File: src/rtl/cpu_pkg.sv
// cpu_pkg: shared types and constants for the LEGv8 multi-cycle fetch stage.
package cpu_pkg;
  typedef enum logic [1:0] {IDLE, FETCH, ISSUE, HALTED} state_t;
  localparam int INST_W = 32;
  localparam logic [10:0] OPC_HALT = 11'h7FF;
  localparam int B_IMM_LSB = 0;
  localparam int B_IMM_MSB = 25;
  localparam int CB_IMM_LSB = 5;
  localparam int CB_IMM_MSB = 23;
endpackage

File: src/rtl/cpu_next_pc.sv
// cpu_next_pc: branch decision and next-PC arithmetic from the latched instruction immediates.
module cpu_next_pc
  import cpu_pkg::*;
#(
  parameter int ADDR_W = 64
) (
  input  logic [ADDR_W-1:0]  pc,
  input  logic [B_IMM_MSB:0] imm,
  input  logic               branch,
  input  logic               branch_zero,
  input  logic               branch_nonzero,
  input  logic               alu_zero,
  output logic [ADDR_W-1:0]  next_pc
);
  localparam int BW = B_IMM_MSB - B_IMM_LSB + 1;
  localparam int CW = CB_IMM_MSB - CB_IMM_LSB + 1;
  logic [ADDR_W-1:0] b_off, cb_off;
  logic taken;
  assign b_off = {{(ADDR_W-BW-2){imm[B_IMM_MSB]}}, imm[B_IMM_MSB:B_IMM_LSB], 2'b00};
  assign cb_off = {{(ADDR_W-CW-2){imm[CB_IMM_MSB]}}, imm[CB_IMM_MSB:CB_IMM_LSB], 2'b00};
  assign taken = branch | (branch_zero & alu_zero) | (branch_nonzero & ~alu_zero);
  // Unconditional branch offset wins when several flags are raised together.
  assign next_pc = pc + (taken ? (branch ? b_off : cb_off) : ADDR_W'(4));
endmodule

File: src/rtl/cpu_fetch.sv
// cpu_fetch: owns the PC, fetches instructions over req/ack and holds each one
// until execute reports completion; stops for good on HALT.
module cpu_fetch
  import cpu_pkg::*;
#(
  parameter int ADDR_W = 64,
  parameter logic [ADDR_W-1:0] RESET_PC = '0
) (
  input  logic              clk,
  input  logic              reset,
  output logic              imem_req,
  output logic [ADDR_W-1:0] imem_addr,
  input  logic [INST_W-1:0] imem_rdata,
  input  logic              imem_ack,
  output logic [INST_W-1:0] inst,
  output logic              inst_valid,
  output logic [ADDR_W-1:0] pc,
  input  logic              exec_done,
  input  logic              branch,
  input  logic              branch_zero,
  input  logic              branch_nonzero,
  input  logic              alu_zero,
  output logic              halted
);
  state_t state, state_n;
  logic [ADDR_W-1:0] next_pc;
  logic is_halt, accept, retire;
  assign is_halt = inst[31:21] == OPC_HALT;
  assign accept = state == FETCH && imem_ack;
  assign retire = state == ISSUE && exec_done;
  assign imem_addr = pc;
  always_ff @(posedge clk)
    if (reset) state <= IDLE;
    else state <= state_n;
  always_comb begin
    state_n = state == IDLE ? FETCH :
              accept        ? ISSUE :
              retire        ? (is_halt ? HALTED : FETCH) : state;
  end
  always_comb begin
    imem_req = state == FETCH;
    inst_valid = state == ISSUE;
    halted = state == HALTED;
  end
  always_ff @(posedge clk)
    if (reset) begin
      pc <= RESET_PC;
      inst <= '0;
    end else begin
      if (accept) inst <= imem_rdata;
      if (retire && !is_halt) pc <= next_pc;
    end
  cpu_next_pc #(.ADDR_W(ADDR_W)) u_next_pc (
    .pc(pc),
    .imm(inst[B_IMM_MSB:0]),
    .branch(branch),
    .branch_zero(branch_zero),
    .branch_nonzero(branch_nonzero),
    .alu_zero(alu_zero),
    .next_pc(next_pc)
  );
endmodule

File: config.mk
export PLATFORM = sky130hd
export DESIGN_NAME = cpu_fetch
export DESIGN_NICKNAME = d
export VERILOG_FILES = /design/src/rtl/cpu_pkg.sv /design/src/rtl/cpu_next_pc.sv /design/src/rtl/cpu_fetch.sv
export SDC_FILE = /design/constraint.sdc
export NUM_CORES = 1
export LEC_CHECK = 0
export ABC_AREA = 1
export CAP_MARGIN = 10
export CORE_MARGIN = 10
export CORE_UTILIZATION = 45
export DETAILED_ROUTE_END_ITERATION = 16
export PLACE_DENSITY = 0.81
export SKIP_LAST_GASP = 1
export SLEW_MARGIN = 20
export SYNTH_ARGS = -nofsm -noshare
export SYNTH_HDL_FRONTEND = slang
export SYNTH_SLANG_ARGS = --single-unit
File: constraint.sdc
create_clock -name clk -period 3.9 [get_ports clk]
set_input_delay 0.78 -clock clk [delete_from_list [all_inputs] [get_ports clk]]
set_output_delay 0.78 -clock clk [all_outputs]
set_load 0.02 [all_outputs]
==> metrics.md, run 1 <==
| Metric | Value |
|---|---|
| Outcome | `complete, no violations` |
| Kind of start point of the critical path | `primary input` |
| CTS tree | `done` |
| Power Total | `2.95 mW` |
| Max Cap Viol | `0` |
| Clock tree buffer depth | `2` |
| Slew Viols, Final | `0` |
| Share of cells above drive strength 1 | `0.0481` |
| # DRC | `0` |
| Final Hold Viols | `0` |
| # IOs | `203` |
| Post-CTS Setup Bufs | `0` |
| EDFF count, synth | `0` |
| First-pass GRT wire length | `55300 um` |
| Register bit count reported by yosys | `96` |
| Count of buffers from port buffering | `198` |
| Top post-synthesis cells by area | `nand2_1, dfxtp_1, inv_1` |
| Post-synthesis sequential area ratio | `0.192` |
| Worst Path Arrival | `3.93 ns` |
| Initial antenna violation count | `0` |
| Max stage delay on crit path | `0.48 ns` |
| CTS H-tree depth | `3` |
| CTS Root Cell | `clkbuf_16` |
| Maximum number of pins on one net before global-route repair | `60` |
| Nets | `2073` |
| Fin crit share | `0.925` |
| DP Area | `0.0119 mm^2` |
| Vias in the first global route | `10682` |
| Clock sink count | `96` |
| Starting Density | `0.458` |
| Clock Skew | `0.0113 ns` |
| Synth top cells by count | `nand2_1, inv_1, nor2_1, dfxtp_1, a21oi_1` |
| CTS Hold Bufs | `0` |
| Chip height | `169 um` |
| Post-Syn Instances | `1828` |
| Antenna Violating Nets Remaining | `0` |
| RSZ-0062 raised after global routing | `false` |
| DR WL/cell | `15.7 um` |
| VDD IR max | `0.196 mV` |
| Die width | `169 um` |
| GRT Resource Usage Total | `0.239` |
| Initial DRT Pass Iterations | `5` |
| P&R area growth vs syn | `22.4%` |
| Max Freq | `277 MHz` |
| Netlist cell types | `43` |
| WHS Path Cells | `2` |
| DP HPWL | `29100 um` |
| Measured slew at the worst slew-check pin | `1.09 ns` |
| DRT Wirelength | `35300 um` |
| Worst Path Required | `4.22 ns` |
| CP max FO | `15` |
| Die ar. | `0.0286 mm^2` |
| Top-count cell post-synth | `nand2_1` |
| Top-area cell type share of the netlist area | `0.225` |
| Clk_lat worst skew | `0.37 ns` |
| Slowest cell on the critical path | `clkdlybuf4s50_1` |
| Synth warn | `0` |
| Synthesized area per cell | `5.47 um^2` |
| Largest area contributor in the netlist | `nand2_1` |
| Overflow after GRT | `0` |
| Power Density | `241 mW/mm^2` |
| Worst path most repeated cell | `nand2_1` |
| Vias per Instance | `4.99` |
| Leakage power | `6.76 nW` |
| Core ar. | `0.0218 mm^2` |
| Hold Crit Class | `reg2reg` |
| Antenna diodes | `0` |
| Gpl congestion | `1.04` |
| Crit-path cells | `clkdlybuf4s50_1 > inv_1 > nand2_1 > nand3_2 > buf_4 > nand3_1 > o21ai_0 > buf_4 > ha_1 > nand2_1 > nor2_1 > nand2_1 > nor3_1 > nand2_1 > nand2_1 > xor2_1 > o21ai_0 > inv_1` |
| Detailed-route via count | `11258` |
| Max_slew headroom | `0.268` |
| Design Area, Final | `0.0122 mm^2` |
| Clock-pin slew on the worst setup and hold paths | `0.08 ns` |
| Main synth FF type | `dfxtp_1` |
| Cts repair resizes | `0` |
| Syn Std Cell Area | `0.0100 mm^2` |
| Async S/R FF share, synth | `0` |
| Crit end category | `flop` |
| DRT iter0 DRCs | `1133` |
| # setup viols final | `0` |
| Crit path time final | `3.61 ns` |
| CTS Buf Count | `9` |
| Number of fill cells | `2209` |
| Fin Setup TNS | `0 ns` |
| Worst R2R Path Depth | `16` |
| WS Path Type | `in2reg` |
| # rows | `54` |
==> state kept, by name, indices dropped and copies added (netlist names) <==
signal and flops:
imem_addr 62, inst 32, state 2
==> report_power, final <==
group / leakage (nW) / internal (mW) / switching, mW
Clock: 0.150 / 0.460 / 0.504
Combinational: 5.83 / 0.355 / 0.541
Sequential: 0.782 / 1.03 / 0.0594
Total: 6.76 / 1.85 / 1.10
==> logic make-up after synthesis <==
logic type	share of synthesized area
XOR/XNOR	0.0228
adder cells (fa/ha/maj)	0.0783
AO/OA/AOI/OAI	0.102
AND/OR/NAND/NOR	0.387
buffers and inverters	0.217
flip-flops	0.192
other	0.000375
==> routing by layer <==
layer  vias to the layer above  global-route usage  part of all wire
li1                       5709                   -                 -
met1                      4995               0.311              0.43
met2                       491               0.375              0.43
met3                        63              0.0653              0.11
met4                         0              0.0758             0.027
met5                         -                   0                 0
==> worst max-delay path: cells and delay by family <==
family / cells / cell delay (ns)
AOI/OAI and AO/OA: 2 / 0.30
xor gates and xnor gates: 1 / 0.29
buffers and inverters: 5 / 0.96
adders and majority gates: 1 / 0.32
and+or+nand+nor: 9 / 1.27
==> cells in the final DEF, fill, tap and decap left out, drive strengths merged <==
master	n
nand2	601
inv	398
nor2	235
clkdlybuf4s50	197
dfxtp	96
a21oi	92
nand3	88
o21ai	81
ha	61
buf	32
xor2	21
nor3	15
nand4	10
clkbuf	9
o21bai	6
clkinv	6
xnor2	5
o211ai	5
conb	4
nor4	3
and2	2
a21boi	2
or2	1
and3	1
a31oi	1
a21o	1
nand3b	1
a211oi	1
fa	1
==> worst paths after layout <==
| check | start | endpoint | slack, ns |
|---|---|---|---|
| hold / removal | inst[30]$_SDFFE_PP0P_ | inst[30]$_SDFFE_PP0P_ | 0.49 |
| hold reg to reg | inst[30]$_SDFFE_PP0P_ | inst[30]$_SDFFE_PP0P_ | 0.49 |
| setup reg to reg | inst[25]$_SDFFE_PP0P_ | imem_addr[58]$_SDFFE_PP0P_ | 1.10 |
| setup / recovery | alu_zero | imem_addr[30]$_SDFFE_PP0P_ | 0.29 |
==> area by class of cell <==
type	instances	area, um^2	area share
clock buffers	9	225	0.0184
clock inverters	7	81.3	0.00665
inverters	397	1490	0.122
multi-input cells	1238	5920	0.484
flip-flops and latches	96	1920	0.157
well taps	280	350	0.0286
repair buffers	229	2250	0.184
==> stage by stage <==
step	util	cells	hold slack, ns	setup WS, ns
global placement	0.547	2240	0.459	0.00725
detailed placement	0.547	2240	0.472	0.0495
CTS	0.561	2256	0.486	0.437
global route	0.561	2256	0.518	0.162
floorplan	-	1831	0.476	0.360
finish	0.561	2256	0.486	0.291
(Power assumes the default switching activity.)
==> run 2, diff against run 1 <==
PLACE_DENSITY = 0.78   (was 0.81)
clock period = 3.6 ns   (was 3.9 ns; I/O delays follow)
==> run 2 against run 1 <==
Against the previous run: utilization is 6.2 points higher; wire length is 7.1% higher; final cell count grew 6.8%; total power is 15% higher; worst setup slack worse by 0.11 ns; clock skew up 0.012 ns; non-clock buffer count rose by 154; sequential cell count unchanged; hold slack got worse by 0.013 ns; clock power is 13% higher; die area unchanged; critical path type unchanged; largest power group unchanged; highest routed layer unchanged.
==> metrics.md, run 2 (synthesis gave the netlist of run 1 again) <==
| Metric | Value |
|---|---|
| Slew Viols, Final | `0 (unchanged)` |
| Power Density | `250 mW/mm^2 (+3.7%)` |
| Max stage delay on crit path | `0.47 ns (about the same)` |
| Final Util | `0.622 (+0.0617)` |
| RSZ-0062 raised after global routing | `true` |
| Setup WS post-layout | `0.184 ns (-0.107 ns)` |
| Nets | `2227 (+7.4%)` |
| VDD IR max | `0.215 mV (+9.7%)` |
| Vias in the first global route | `10998 (+3.0%)` |
| CTS Root Cell | `clkbuf_16` |
| DP HPWL | `31300 um (+7.5%)` |
| Die ar. | `0.0286 mm^2 (unchanged)` |
| Number of fill cells | `2189 (-0.91%)` |
| Slowest cell on the critical path | `clkdlybuf4s50_1` |
| DP Area | `0.0131 mm^2 (+10%)` |
| CTS Buf Count | `9 (unchanged)` |
| Crit path time final | `3.42 ns` |
| GRT Resource Usage Total | `0.257 (+0.0177)` |
| Core ar. | `0.0218 mm^2 (unchanged)` |
| Detailed-route via count | `11630 (+3.3%)` |
| CTS H-tree depth | `3 (unchanged)` |
| Max_slew headroom | `0.268 (-0.000322)` |
| WS Path Type | `in2reg` |
| Clock sink count | `96 (unchanged)` |
| Fin crit share | `0.949` |
| Clk_lat worst skew | `0.38 ns (about the same)` |
| First-pass GRT wire length | `58900 um (+6.5%)` |
| Die width | `169 um (unchanged)` |
| Worst path most repeated cell | `nand2_1` |
| Most frequent cells in the layout | `nand2_1, inv_1, nor2_1, clkdlybuf4s50_1, buf_4` |
| Overflow after GRT | `0 (unchanged)` |
| # setup viols final | `0 (unchanged)` |
| CTS tree | `done` |
| Leakage power | `7.57 nW (+12%)` |
| DR WL/cell | `15.7 um (+0.27%)` |
| Clock-pin slew on the worst setup and hold paths | `0.08 ns (about the same)` |
| Chip height | `169 um (unchanged)` |
| Final Hold Viols | `0 (unchanged)` |
| Share of cells above drive strength 1 | `0.134 (+0.0857)` |
| DRT iter0 DRCs | `840 (-26%)` |
| DRT Wirelength | `37800 um (+7.1%)` |
| Crit path max-delay family | `simple AND/OR/NAND/NOR gates` |
| # DRC | `0 (unchanged)` |
| Crit-path cells | `clkdlybuf4s50_1 > inv_1 > nand2_1 > nand3_2 > buf_4 > buf_4 > nand3_1 > o21ai_0 > ha_1 > nand2_1 > buf_4 > nor2_2 > o21ai_1 > nand2_1 > nand2_1 > nand3_4 > nand3_2 > nand3_1 > nand3_1 > nand2_1 > inv_1` |
| Kind of start point of the critical path | `primary input` |
| Final Non-Filler Cells | `2410 (+6.8%)` |
| Clock Skew | `0.0233 ns (+0.0120 ns)` |
| Design Area, Final | `0.0136 mm^2 (+11%)` |
| Clock tree buffer depth | `2 (unchanged)` |
| Count of buffers from port buffering | `198 (unchanged)` |
| Maximum number of pins on one net before global-route repair | `60 (unchanged)` |
| Multi-input logic area | `0.00606 mm^2 (+2.3%)` |
| Worst Path Required | `3.87 ns (-0.35 ns)` |
| Antenna Violating Nets Remaining | `0 (unchanged)` |
| Post-CTS Setup Bufs | `0 (unchanged)` |
| Min Hold Slack | `0.473 ns (-0.0127 ns)` |
| DP Cell Count | `2394 (+6.9%)` |
| Power Total | `3.40 mW (+15%)` |
| Max Freq | `293 MHz` |
| Pre-CTS setup slack | `-0.266 ns (-0.315 ns)` |
| Initial DRT Pass Iterations | `5 (unchanged)` |
| Fin Setup TNS | `0 ns (unchanged)` |
| Hold Crit Class | `reg2reg` |
| Storage cell area | `0.00192 mm^2 (unchanged)` |
| Commonest non-fill, non-tap cell in the layout | `nand2_1` |
| Measured slew at the worst slew-check pin | `1.10 ns (+0.00602 ns)` |
| Starting Density | `0.458 (unchanged)` |
| # rows | `54 (unchanged)` |
| Crit end category | `flop` |
| Initial antenna violation count | `0 (unchanged)` |
| Antenna diodes | `0 (unchanged)` |
| # IOs | `203 (unchanged)` |
| CP max FO | `11 (-4)` |
| P&R area growth vs syn | `35.8%` |
| Number of buffers and inverters on the critical path | `6 (+1)` |
| Max Cap Viol | `0 (unchanged)` |
| Gpl congestion | `0.991 (-4.8%)` |
| Worst Path Arrival | `3.69 ns (-0.24 ns)` |
| Outcome | `complete, no violations` |
| Vias per Instance | `4.83 (-3.3%)` |
| Max reg flops | `62 (unchanged)` |
-- run 2: cell count changes in the layout (fill, tap and decap cells not counted), moves of 3 or more --
cell,delta
a21oi_1,-7
a21oi_2,+5
buf_12,+3
buf_4,+151
nand2_1,-10
nand2_2,+9
nand3_1,-4
nand3_2,+3
nor2_1,-11
nor2_2,+11
-- run 2: timing repair --
| action | CTS | global route |
|---|---|---|
| endpoints found under the setup margin | 0 | 29 |
| hold buffers | 0 | 0 |
| endpoints found under the hold margin | 0 | 0 |
| gates resized for setup | 0 | 42 |
-- run 2: per-layer routing --
layer	vias to the layer above	global-route usage	share of wire
met5	-	0	0
met4	0	0.0762	0.024
met3	44	0.0577	0.087
met2	387	0.398	0.43
met1	5167	0.347	0.46
li1	6032	-	-
-- run 2: cell type report --
cell class,count,area share
multi-input cells,1238,0.446
repair buffers,383,0.253
flip-flops and latches,96,0.142
inverters,397,0.110
well taps,280,0.0258
clock buffers,9,0.0166
clock inverters,7,0.00691
-- run 2: final timing paths --
path | startpoint | slack (ns) | depth (start not counted) | to
worst max-delay path | alu_zero | 0.18 | 21 | imem_addr[58]$_SDFFE_PP0P_
worst min-delay path | inst[27]$_SDFFE_PP0P_ | 0.47 | 2 | inst[27]$_SDFFE_PP0P_
worst max register to register | inst[5]$_SDFFE_PP0P_ | 0.84 | 17 | imem_addr[58]$_SDFFE_PP0P_
worst min register to register | inst[27]$_SDFFE_PP0P_ | 0.47 | 2 | inst[27]$_SDFFE_PP0P_
-- run 2: power breakdown --
| group | switching, mW | internal, mW |
|---|---|---|
| clock | 0.583 | 0.506 |
| combinational | 0.627 | 0.502 |
| sequential | 0.0627 | 1.12 |
| total | 1.27 | 2.13 |
-- run 2: tightest hold or removal path, stage by stage, from the launching register on --
cell and delay (ns):
dfxtp_1 0.31, inv_1 0.06, a21oi_1 0.06
==> run 3, diff against run 2 <==
clock period = 3.65 ns   (was 3.6 ns; I/O delays follow)
==> run 3 against run 2 <==
Against the previous run: die area unchanged; non-clock buffer count down 10; final area down 1.5%; global-route usage up 0.34 points; final cell count down 0.41%; hold slack better by 0.012 ns; combinational power about the same; clock skew down 0.0036 ns; critical path type unchanged; highest routed layer unchanged.
==> metrics.md, run 3 (synthesis gave the netlist of run 1 again) <==
| Metric | Value |
|---|---|
| Share of cells above drive strength 1 | `0.117 (-0.0168)` |
| DP Area | `0.0130 mm^2 (-0.67%)` |
| DRT iter0 DRCs | `977 (+16%)` |
| Crit path time final | `3.54 ns` |
| FF-to-FF setup slack | `0.78 ns (-0.06 ns)` |
| Worst R2R Path Depth | `15 (-2)` |
| Measured slew at the worst slew-check pin | `1.08 ns (-0.0152 ns)` |
| Count of buffers from port buffering | `198 (unchanged)` |
| Design Area, Final | `0.0134 mm^2 (-1.5%)` |
| Vias per Instance | `4.85 (+0.55%)` |
| DP Cell Count | `2384 (-0.42%)` |
| Combinational fraction of design power | `0.331 (about the same)` |
| Clk_lat worst skew | `0.38 ns (about the same)` |
| Leakage power | `7.49 nW (-1.2%)` |
| P&R area growth vs syn | `33.8%` |
| Final Non-Filler Cells | `2400 (-0.41%)` |
| Vias in the first global route | `10988 (-0.091%)` |
| Sw Share | `0.374 (-0.00112)` |
| Max Freq | `283 MHz` |
| Commonest non-fill, non-tap cell in the layout | `nand2_1` |
| Outcome | `complete, no violations` |
| Post-CTS Setup Bufs | `0 (unchanged)` |
| P_sw | `1.24 mW (-2.2%)` |
| RSZ-0062 raised after global routing | `true` |
| Setup crit end | `imem_addr[58]$_SDFFE_PP0P_` |
| Most frequent cells in the layout | `nand2_1, inv_1, nor2_1, clkdlybuf4s50_1, buf_4` |
| Starting Density | `0.458 (unchanged)` |
| CTS Buf Count | `9 (unchanged)` |
| CTS Hold Bufs | `0 (unchanged)` |
| VDD IR max | `0.261 mV (+21%)` |
| Max_slew headroom | `0.274 (+0.00646)` |
| Core ar. | `0.0218 mm^2 (unchanged)` |
| Crit end category | `flop` |
| Critical path depth | `22 (+4.8%)` |
| Overflow after GRT | `0 (unchanged)` |
| Final Hold Viols | `0 (unchanged)` |
| DP HPWL | `31400 um (+0.46%)` |
| Min Hold Slack | `0.485 ns (+0.0120 ns)` |
| Max reg flops | `62 (unchanged)` |
| Worst Path Arrival | `3.81 ns (+0.12 ns)` |
| Slowest cell on the critical path | `clkdlybuf4s50_1` |
| WS Path Type | `in2reg` |
| Power Density | `249 mW/mm^2 (-0.44%)` |
| Max stage delay on crit path | `0.47 ns (about the same)` |
| Reg2reg start | `inst[23]$_SDFFE_PP0P_` |
| Fin crit share | `0.970` |
| Worst Path Required | `3.93 ns (+0.06 ns)` |
| First-pass GRT wire length | `59400 um (+0.75%)` |
| Kind of start point of the critical path | `primary input` |
| # setup viols final | `0 (unchanged)` |
| Clock Skew | `0.0197 ns (-0.00363 ns)` |
| Hold Crit Class | `reg2reg` |
| Internal power | `2.09 mW (-1.8%)` |
| # DRC | `0 (unchanged)` |
| Antenna diodes | `0 (unchanged)` |
| # IOs | `203 (unchanged)` |
| # rows | `54 (unchanged)` |
| CTS H-tree depth | `3 (unchanged)` |
| Initial antenna violation count | `1 (+1)` |
| Number of buffers and inverters on the critical path | `7 (+1)` |
| Chip height | `169 um (unchanged)` |
| Power Total | `3.33 mW (-1.9%)` |
| Clock sink count | `96 (unchanged)` |
| Slew Viols, Final | `0 (unchanged)` |
| Worst R2R End | `imem_addr[58]$_SDFFE_PP0P_` |
| DRT Wirelength | `37900 um (about the same)` |
| Cts repair resizes | `0 (unchanged)` |
| Antenna Violating Nets Remaining | `0 (unchanged)` |
| Max Cap Viol | `0 (unchanged)` |
| Worst path most repeated cell | `nand2_1` |
| Worst setup startpoint | `alu_zero` |
| Detailed-route via count | `11645 (+0.13%)` |
| Clock share of power | `0.320 (about the same)` |
| Crit-path cells | `clkdlybuf4s50_1 > inv_1 > nand2_1 > nand3_2 > buf_4 > nand3_1 > o21ai_0 > buf_4 > ha_1 > nand2_1 > buf_4 > nor2_1 > buf_4 > nand2_1 > nor2_1 > nand2_1 > nand3_2 > nand3_1 > nand3_1 > nand3_1 > nand2_1 > inv_1` |
| GRT Resource Usage Total | `0.260 (+0.00342)` |
| Clock tree buffer depth | `2 (unchanged)` |
| Crit path max-delay family | `simple AND/OR/NAND/NOR gates` |
| Die ar. | `0.0286 mm^2 (unchanged)` |
| CTS Root Cell | `clkbuf_16` |
| Final Util | `0.613 (-0.00940)` |
| Gpl congestion | `0.976 (-1.5%)` |
| Maximum number of pins on one net before global-route repair | `60 (unchanged)` |
| Number of fill cells | `2175 (-0.64%)` |
| Nets | `2217 (-0.45%)` |
| Reg power frac | `0.350 (+0.003)` |
| CTS tree | `done` |
| CP max FO | `11 (unchanged)` |
| Die width | `169 um (unchanged)` |
| Clock-pin slew on the worst setup and hold paths | `0.08 ns (about the same)` |
| DR WL/cell | `15.8 um (+0.51%)` |
| Initial DRT Pass Iterations | `5 (unchanged)` |
[run 3: changes by cell type in the layout (fill, tap and decap cells not counted), sizes merged]
cell,previous run,this run
buf,186,176
[run 3: worst register-to-register path: cells and delay by family, from the launching register on]
kind	cells	cell delay [ns]
AO/OA/AOI/OAI	1	0.20
buffers and inverters	4	0.52
flip-flops	1	0.37
AND/OR/NAND/NOR	9	1.27
adder cells (fa/ha/maj)	1	0.41
[run 3: layout make-up]
cell class	instances	area, um^2	share of cell area
clock buffers	9	225	0.0168
clock inverters	7	88.8	0.00664
inverters	397	1490	0.111
multi-input cells	1238	5950	0.444
flip-flops and latches	96	1920	0.144
well taps	280	350	0.0262
repair buffers	373	3350	0.251
[run 3: power by group through the flow]
stage / Sequential [mW] / Clock, mW / Combinational [mW]
after floorplan: 1.23 / 0 / 0.549
after global placement: 1.19 / 0 / 1.08
after detailed placement: 1.19 / 0 / 1.09
after CTS: 1.16 / 1.08 / 1.09
after global routing: 1.17 / 1.11 / 1.21
final: 1.16 / 1.07 / 1.10
[run 3: how the worst min path moves through the flow]
stage | startpoint | endpoint | slack, ns | cells after the start
finish | inst[31]$_SDFFE_PP0P_ | inst[31]$_SDFFE_PP0P_ | 0.48 | 2
floorplan | state[1]$_SDFFE_PP0P_ | state[1]$_SDFFE_PP0P_ | 0.48 | 2
detailed placement | inst[31]$_SDFFE_PP0P_ | inst[31]$_SDFFE_PP0P_ | 0.46 | 2
CTS | inst[31]$_SDFFE_PP0P_ | inst[31]$_SDFFE_PP0P_ | 0.48 | 2
global route | inst[4]$_SDFFE_PP0P_ | inst[4]$_SDFFE_PP0P_ | 0.51 | 2
global placement | inst[29]$_SDFFE_PP0P_ | inst[29]$_SDFFE_PP0P_ | 0.46 | 2
[run 3: per-stage QoR]
| step | setup TNS [ns] | worst slack [ns] |
|---|---|---|
| global placement | -2.71 | -0.264 |
| floorplan | 0 | 0.160 |
| CTS | 0 | 0.0994 |
| detailed placement | -4.16 | -0.298 |
| global route | -0.101 | -0.0739 |
| finish | 0 | 0.111 |
[run 3: routing by layer]
layer / vias to the layer above / track usage / share of wire
li1: 6026 / - / -
met1: 5144 / 0.343 / 0.45
met2: 417 / 0.401 / 0.43
met3: 58 / 0.0692 / 0.091
met4: 0 / 0.0904 / 0.031
met5: - / 0 / 0
